--- src/rtl/jogador_automatico.sv ---
// Automatic player for the memory game: captures the shown move, then each
// round replays the stored sequence as timed presses and appends a new
// pseudo-random move taken from an 8-bit LFSR.
module jogador_automatico #(
    parameter int          N_JOGADAS = 16,
    parameter int          T_PRESS   = 50,
    parameter int          T_GAP     = 50,
    parameter logic [7:0]  SEED      = 8'hA5
) (
    input  logic                               clock,
    input  logic                               reset,
    input  logic                               iniciar,
    input  logic                               exibe,
    input  logic [3:0]                         leds,
    input  logic                               pronto,
    output logic [3:0]                         botoes,
    output logic                               jogando,
    output logic [$clog2(N_JOGADAS+1)-1:0]     db_tamanho,
    output logic [3:0]                         db_estado
);

    localparam int LW   = $clog2(N_JOGADAS + 1);
    localparam int AW   = (N_JOGADAS > 1) ? $clog2(N_JOGADAS) : 1;
    localparam int TMAX = (T_PRESS > T_GAP) ? T_PRESS : T_GAP;
    localparam int TW   = $clog2(TMAX + 1);

    typedef enum logic [3:0] {
        OCIOSO         = 4'h0,
        LIMPA          = 4'h1,
        ESPERA_EXIBE   = 4'h2,
        ESPERA_FIM     = 4'h3,
        PAUSA          = 4'h4,
        APERTA         = 4'h5,
        SOLTA          = 4'h6,
        APERTA_NOVA    = 4'h7,
        SOLTA_NOVA     = 4'h8,
        ESPERA_PRONTO  = 4'h9,
        FIM            = 4'hA
    } estado_t;

    estado_t         state, nextState;
    logic [TW-1:0]   timer;
    logic [7:0]      lfsr;
    logic [3:0]      mem [N_JOGADAS];
    logic [LW-1:0]   len;
    logic [AW-1:0]   idx;

    logic            ledsOneHot, pressDone, gapDone, timed;
    logic [3:0]      newMove;

    assign ledsOneHot = (leds != 4'b0) && ((leds & (leds - 4'd1)) == 4'b0);
    assign pressDone  = (timer == TW'(T_PRESS - 1));
    assign gapDone    = (timer == TW'(T_GAP - 1));
    assign timed      = state inside {PAUSA, APERTA, SOLTA, APERTA_NOVA, SOLTA_NOVA};
    assign newMove    = 4'b0001 << lfsr[1:0];

    // LFSR free-runs from reset; a zero seed would lock up, so it becomes 1
    always_ff @(posedge clock or posedge reset) begin
        if (reset) lfsr <= (SEED == 8'h00) ? 8'h01 : SEED;
        else       lfsr <= {lfsr[6:0], lfsr[7] ^ lfsr[5] ^ lfsr[4] ^ lfsr[3]};
    end

    // State register
    always_ff @(posedge clock or posedge reset) begin
        if (reset) state <= OCIOSO;
        else       state <= nextState;
    end

    // Next-state logic; pronto aborts any active state into fim
    always_comb begin
        nextState = state;
        case (state)
            OCIOSO:        if (iniciar) nextState = LIMPA;
            LIMPA:         nextState = ESPERA_EXIBE;
            ESPERA_EXIBE:  if (exibe && ledsOneHot) nextState = ESPERA_FIM;
            ESPERA_FIM:    if (!exibe) nextState = PAUSA;
            PAUSA:         if (gapDone) nextState = APERTA;
            APERTA:        if (pressDone) nextState = SOLTA;
            SOLTA: begin
                if (gapDone) begin
                    if (LW'(idx) + LW'(1) < len)     nextState = APERTA;
                    else if (len < LW'(N_JOGADAS))   nextState = APERTA_NOVA;
                    else                             nextState = ESPERA_PRONTO;
                end
            end
            APERTA_NOVA:   if (pressDone) nextState = SOLTA_NOVA;
            SOLTA_NOVA:    if (gapDone) nextState = APERTA;
            ESPERA_PRONTO: nextState = ESPERA_PRONTO;
            FIM:           if (iniciar) nextState = LIMPA;
            default:       nextState = OCIOSO;
        endcase
        if (pronto && (state >= ESPERA_EXIBE) && (state <= ESPERA_PRONTO))
            nextState = FIM;
    end

    // Phase timer: restarts on every state change, counts only in timed states
    always_ff @(posedge clock or posedge reset) begin
        if (reset)                             timer <= '0;
        else if (nextState != state || !timed) timer <= '0;
        else                                   timer <= timer + TW'(1);
    end

    // Sequence memory, length and replay index
    always_ff @(posedge clock or posedge reset) begin
        if (reset) begin
            len <= '0;
            idx <= '0;
            for (int i = 0; i < N_JOGADAS; i++) mem[i] <= 4'b0;
        end else if (nextState == LIMPA) begin
            len <= '0;
            idx <= '0;
            for (int i = 0; i < N_JOGADAS; i++) mem[i] <= 4'b0;
        end else begin
            if (state == ESPERA_EXIBE && nextState == ESPERA_FIM) begin
                mem[0] <= leds;
                len    <= LW'(1);
            end
            if (state == PAUSA && nextState == APERTA) idx <= '0;
            if (state == SOLTA && nextState == APERTA) idx <= idx + AW'(1);
            if (state == SOLTA && nextState == APERTA_NOVA) mem[AW'(len)] <= newMove;
            if (state == SOLTA_NOVA && nextState == APERTA) begin
                len <= len + LW'(1);
                idx <= '0;
            end
        end
    end

    // Moore outputs decoded from registered state
    always_comb begin
        botoes = 4'b0;
        case (state)
            APERTA:      botoes = mem[idx];
            APERTA_NOVA: botoes = mem[AW'(len)];
            default:     botoes = 4'b0;
        endcase
    end

    assign jogando    = (state != OCIOSO) && (state != FIM);
    assign db_tamanho = len;
    assign db_estado  = state;

endmodule

--- config.mk ---
export PLATFORM = sky130hd
export DESIGN_NAME = jogador_automatico
export DESIGN_NICKNAME = d
export VERILOG_FILES = /design/src/rtl/jogador_automatico.sv
export SDC_FILE = /design/constraint.sdc
export NUM_CORES = 1
export LEC_CHECK = 0
export CAP_MARGIN = 10
export CORE_AREA = 2 2 158 160
export DETAILED_ROUTE_END_ITERATION = 8
export DIE_AREA = 0 0 160 162
export GPL_ROUTABILITY_DRIVEN = 0
export MAX_ROUTING_LAYER = met4
export PLACE_DENSITY_LB_ADDON = 0.1
export SYNTH_ARGS = -nofsm -noshare
export SYNTH_HDL_FRONTEND = slang
export SYNTH_SLANG_ARGS = --single-unit
--- constraint.sdc ---
create_clock -name clock -period 3.8 [get_ports clock]
set_input_delay 0.76 -clock clock [delete_from_list [all_inputs] [get_ports clock]]
set_output_delay 0.76 -clock clock [all_outputs]
set_load 0.05 [all_outputs]
==> flow_summary.yaml, run 1 <==
grt:
  grt_max_degree: 92
  grtUsageTotal_pct: 16.62
  first_global_vias: 5030
  grt_pass1_wl_mm: 32.04
  antenna_found_initial: 0
  grt_overflow: 0
logic_synthesis:
  synthFlopType: "dfrtp_1"
  syn_nets: 616
  synth_cell_types: 54
  syn-cell-area_um2: 5998
  ys_warn_count: 0
  syn_inst: 596
  synth_seq_area_share_pct: 38.05
  synth-edff-count: 0
  ys_ff_latch: 91
  ys_async_sr_fraction_pct: 100.0
  postSynthAreaPerCell_um2: 10.06
critical_path:
  crit_path_end_kind: "output port"
  reg2regPathDepth: 13
  rrSetupSlack_ns: 0.54
  path_cells: "buf_4, mux4_2, mux4_2, mux2i_1, nor2_1, buf_4"
  cp.buffers_inverters: 2
  critPathCapture: "botoes[0]"
  worst-path-stages: 6
  crit_path_start_kind: "flop"
  cp_slowest_cell: "dfrtp_1"
  reg2reg_to: "mem[44]"
  critPathMaxFanout: 11
  crit_required_ns: 3.04
  crit_family: "multiplexers"
  arrival_ns: 2.76
  worst-setup-path-type: "reg2out"
  timing.rr.start: "idx[1]"
  startpoint: "db_tamanho[1]"
  max_stage_delay_ns: 0.69
place:
  placed_cells: 903
  placed_area_um2: 6588
  portBuffers: 22
  dpl.hpwl_mm: 13.74
timing:
  setup_viol: 0
  finClkSkew_ns: 0.009871
  hold_viol: 0
  period_share_pct: 92.61
  worstMarginPinSlew_ns: 1.075
  fin_crit_ns: 3.519
  slew_headroom_pct: 28.23
  fmax_mhz: 284.2
  setup_tns_ns: 0
  finalMaxSlewViolations: 0
  rsz0062_at_grt: "no"
power:
  vdd_drop_max_uv: 343.1
  p_leak_nw: 2.482
  p_per_area_nw_per_um2: 542.7
clocking:
  clk_latency_ns: 0.35
  clock-sinks: 91
  cts_tree: "yes"
  cts.path.max_buffers: 2
  h-tree-depth: 3
  root_buffer: "clkbuf_16"
  clk_pin_slew_ns: 0.07
  postCtsHoldBufs: 0
  cts_resized: 0
  numCtsBuffers: 9
  cts_setup_buffers: 0
route:
  totalWireLength_mm: 20.42
  antenna_left: 0
  highest_layer: "met4"
  drt_first_pass_iters: 6
  remaining_drc_errors: 0
  wl_met1_mm: 9.543
  drtIter0Drc: 410
  dr_wl_met3_um: 942
  routed_via_density: 5.572
  wire_per_inst_um: 22.22
  vias: 5121
  dr_wl_met2_mm: 9.709
cells_and_area:
  final_cell_mix: "87 x dfrtp_1, 66 x a21oi_1, 63 x nand4_1"
  multiInputGateArea_um2: 3430
  num-fill-cells: 2528
  syn_to_final_growth_pct: 15.23
  diodes: 0
  nets: 610
  drive_above_1_share_pct: 16.64
  fin_cells: 919
  final_common_cell: "dfrtp_1"
  fin_area_um2: 6912
  ff_latch_area_um2: 2282
run:
  maxCapViolCount: 0
die:
  core_area_um2: 24110
  design.die.area_um2: 25920
  io_pins: 23
  start_util_pct: 24.88
  die_h_um: 162
  rows: 57
  chipWidth_um: 160
outcome:
  outcome: "finished clean"
min_path:
  hold_path.class: "reg2reg"
[per-stage QoR]
stage | hold WS (ns) | power, mW | setup WS [ns] | util [%]
6_report | 0.3524 | 3.751 | 0.2808 | 28.67
5_1_grt | 0.3505 | 3.950 | 0.1508 | 28.67
4_1_cts | 0.3486 | 3.773 | 0.3005 | 28.67
3_5_place_dp | 0.3472 | 2.752 | 0.5097 | 27.33
3_3_place_gp | 0.3404 | 2.748 | 0.5336 | 27.33
2_1_floorplan | 0.3330 | 2.224 | 0.2593 | -
[worst min path at each step]
stage	from	end	slack, ns	depth (start not counted)
after CTS	lfsr[6]	lfsr[7]	0.35	0
final	lfsr[6]	lfsr[7]	0.35	0
after global routing	lfsr[6]	lfsr[7]	0.35	0
after global placement	lfsr[6]	lfsr[7]	0.34	0
after detailed placement	lfsr[6]	lfsr[7]	0.35	0
after floorplan	lfsr[6]	lfsr[7]	0.33	0
[logic make-up (layout without fill, tap and decap cells)]
family | after synthesis | after routing | share of synthesized area [%]
muxes | 51 | 51 | 16.85
AOI/OAI and AO/OA | 172 | 172 | 19.17
xor gates and xnor gates | 12 | 12 | 1.752
DFF | 91 | 91 | 38.05
and+or+nand+nor | 182 | 182 | 16.65
adders and majority gates | 11 | 11 | 2.295
buffers and inverters | 77 | 76 | 5.236
[cell type report]
type | count | area share (%)
multi-input cells | 428 | 49.62
flip-flops and latches | 91 | 33.02
repair buffers | 43 | 5.865
well taps | 324 | 5.865
clock buffers | 14 | 3.820
inverters | 17 | 0.9413
clock inverters | 2 | 0.8689
[report_power, final]
group	total (mW)	switching (mW)	internal [mW]
registers	1.12	0.120	1.00
clock network	1.01	0.397	0.615
logic	1.62	1.15	0.464
total	3.75	1.67	2.08
[worst reg2reg max path, stage by stage (launching register included)]
cell	delay (ns)
dfrtp_1	0.35
buf_4	0.30
nand3_1	0.14
xnor2_1	0.25
inv_1	0.08
ha_1	0.18
a21oi_1	0.22
nor4_1	0.07
a211oi_1	0.22
buf_4	0.20
o21a_2	0.18
buf_4	0.55
o31ai_1	0.23
a21oi_1	0.18
[registers in the layout, summed over array words and instances (netlist names)]
signal and cells:
timer 6, mem 64, lfsr 8, db_estado 4, db_tamanho 5, idx 4
[cells in the mapped netlist, types with 5 or more instances]
master	n	share of area, %
mux4_2	40	15
nor2_1	34	2.1
buf_2	20	1.7
clkbuf_1	34	2.1
o31ai_1	62	7.8
xnor2_1	8	1.2
inv_1	13	0.81
mux2i_1	11	1.8
dfrtp_1	87	36
a211oi_1	6	0.75
nor4_1	13	1.4
nand4_1	63	6.6
a31oi_1	5	0.52
o21ai_0	8	0.67
a21oi_1	66	5.5
nand3_1	11	0.92
nand2_1	27	1.7
buf_1	6	0.38
ha_1	11	2.3
nor2b_1	8	0.83
[layer usage]
layer,GRT usage (%),vias up
li1,-,2333
met1,22.78,2627
met2,25.70,146
met3,2.835,15
met4,4.177,0
met5,-,-
No activity file was read; power rests on OpenSTA's default activity.
==> inputs of run 2 (changes only) <==
CORE_AREA = 4 4 121 123   (was 2 2 158 160)
DIE_AREA = 0 0 125 127   (was 0 0 160 162)
==> run 2 against run 1 <==
Critical path depth is the same; wire length decreased by 8.7%; sequential power about the same; combinational power decreased by 4%; clock power down 11%; first-iteration DRC count rose by 76%; clock-buffer cell count is 3 lower; fmax up 1.5%; worst setup slack improved by 0.051 ns; largest cell class unchanged; largest power group unchanged.
==> flow_summary.yaml, run 2 (same netlist as run 1, synthesis figures left out) <==
clocking:
  cts_tree: "yes"
  clk_pin_slew_ns: 0.07
  clk_latency_ns: 0.35
  root_buffer: "clkbuf_16"
  cts_setup_buffers: 0
  cts.path.max_buffers: 2
  postCtsHoldBufs: 0
  clock-sinks: 91
  numCtsBuffers: 9
  h-tree-depth: 3
critical_path:
  cp_slowest_cell: "dfrtp_1"
  max_stage_delay_ns: 0.54
  path_cells: "buf_4, mux4_2, mux4_2, mux2i_1, nor2_1, buf_4"
  critPathCapture: "botoes[0]"
  crit_path_end_kind: "output port"
  crit_path_start_kind: "flop"
  crit_required_ns: 3.04
  critPathMaxFanout: 12
  reg2regPathDepth: 11
  reg2reg_to: "mem[62]"
  worst-setup-path-type: "reg2out"
  startpoint: "idx[1]"
  timing.rr.start: "idx[1]"
  arrival_ns: 2.71
  rrSetupSlack_ns: 0.56
route:
  wire_per_inst_um: 24.08
  drtIter0Drc: 721
  drt_first_pass_iters: 5
  remaining_drc_errors: 0
  totalWireLength_mm: 18.64
  routed_via_density: 6.916
  antenna_left: 0
  vias: 5353
power:
  switching_share_pct: 45.89
  p_seq_share_pct: 31.9
  internal-power_mw: 1.958
  p_per_area_nw_per_um2: 539.5
  power_switching_mw: 1.660
  power.share.clock_pct: 25.0
  combPwrFrac_pct: 43.1
  vdd_drop_max_uv: 304.9
  p_leak_nw: 2.464
grt:
  grt_max_degree: 61
  first_global_vias: 5098
  grt_pass1_wl_mm: 30.15
  antenna_found_initial: 1
  grtUsageTotal_pct: 24.80
  grt_overflow: 0
die:
  chipWidth_um: 125
  core_area_um2: 13670
  rows: 43
  start_util_pct: 43.89
  io_pins: 23
  die_h_um: 127
  design.die.area_um2: 15880
cells_and_area:
  ff_latch_area_um2: 2283
  syn_to_final_growth_pct: 11.79
  fin_util_pct: 49.07
  num-fill-cells: 1309
  fin_cells: 774
  largest_reg_flops: 64
  top_regs: "mem x64, lfsr x8, timer x6"
  nets: 608
  final_common_cell: "dfrtp_1"
  drive_above_1_share_pct: 17.03
  final_cell_mix: "86 x dfrtp_1, 66 x a21oi_1, 63 x nand4_1"
  regMostFlops: "mem"
  multiInputGateArea_um2: 3430
place:
  dp_slack_ns: 0.4580
  placed_cells: 757
  dpl.hpwl_mm: 12.52
  portBuffers: 22
timing:
  slew_headroom_pct: 25.86
  rsz0062_at_grt: "no"
  finClkSkew_ns: 0.007635
  finalMaxSlewViolations: 0
  fin_ws_ns: 0.3314
  period_share_pct: 91.28
  fin_crit_ns: 3.469
  hold_viol: 0
  fmax_mhz: 288.3
  setup_tns_ns: 0
  setup_viol: 0
  worstMarginPinSlew_ns: 1.111
outcome:
  outcome: "finished clean"
min_path:
  hold_path.class: "reg2reg"
run:
  maxCapViolCount: 0
==> run 2: cell count changes in the layout (fill, tap and decap cells not counted), moves of 2 or more <==
cell	before	now
buf_4	22	19
clkbuf_1	3	0
clkinv_4	0	3
bufinv_16	2	0
inv_6	0	2
==> run 2: final cells by class <==
| class | instances | area share [%] |
|---|---|---|
| Timing Repair Buffer | 41 | 6.009 |
| Multi-Input combinational cell | 428 | 51.15 |
| Inverter | 17 | 0.9703 |
| Sequential cell | 91 | 34.05 |
| Clock inverter | 5 | 0.6531 |
| Tap cell | 180 | 3.359 |
| Antenna cell | 1 | 0.03732 |
| Clock buffer | 11 | 3.769 |
==> run 2: what timing repair did <==
item / in CTS / in global routing
resized for setup: 0 / 1
endpoints found under the setup margin: 0 / 2
hold endpoints to repair: 0 / 0
==> run 2: worst min-delay path by stage <==
stage | startpoint | endpoint | slack, ns | depth (start not counted)
floorplan | lfsr[6] | lfsr[7] | 0.33 | 0
global placement | lfsr[6] | lfsr[7] | 0.34 | 0
detailed placement | lfsr[6] | lfsr[7] | 0.34 | 0
CTS | lfsr[6] | lfsr[7] | 0.36 | 0
global route | lfsr[6] | lfsr[7] | 0.36 | 0
finish | lfsr[6] | lfsr[7] | 0.35 | 0
==> run 2: power by group through the flow <==
stage | clock [mW] | combinational (mW) | sequential [mW]
2_1_floorplan | 0 | 1.09 | 1.13
3_3_place_gp | 0 | 1.52 | 1.17
3_5_place_dp | 0 | 1.54 | 1.17
4_1_cts | 0.912 | 1.54 | 1.15
5_1_grt | 0.962 | 1.67 | 1.17
6_report | 0.903 | 1.56 | 1.15
==> run 2: worst max-delay path, delay by kind of cell (launching register included) <==
kind | cells | cell delay [ns]
buf+inv | 2 | 0.51
flops | 1 | 0.54
simple gates | 1 | 0.09
mux | 3 | 1.22
==> run 2: per-stage QoR <==
| step | total power [mW] | cell area [µm²] | hold slack (ns) |
|---|---|---|---|
| 3_3_place_gp | 2.683 | 6405 | 0.3389 |
| 5_1_grt | 3.801 | 6705 | 0.3619 |
| 4_1_cts | 3.607 | 6701 | 0.3582 |
| 2_1_floorplan | 2.224 | 5998 | 0.3330 |
| 3_5_place_dp | 2.709 | 6405 | 0.3425 |
| 6_report | 3.618 | 6705 | 0.3543 |
==> run 2: layer usage <==
metal	vias up	part of all wire, %	track usage, %
met5	-	0	-
met4	0	2.2	7.526
met3	35	6.9	4.724
met2	210	46	35.24
met1	2771	45	36.28
li1	2337	-	-
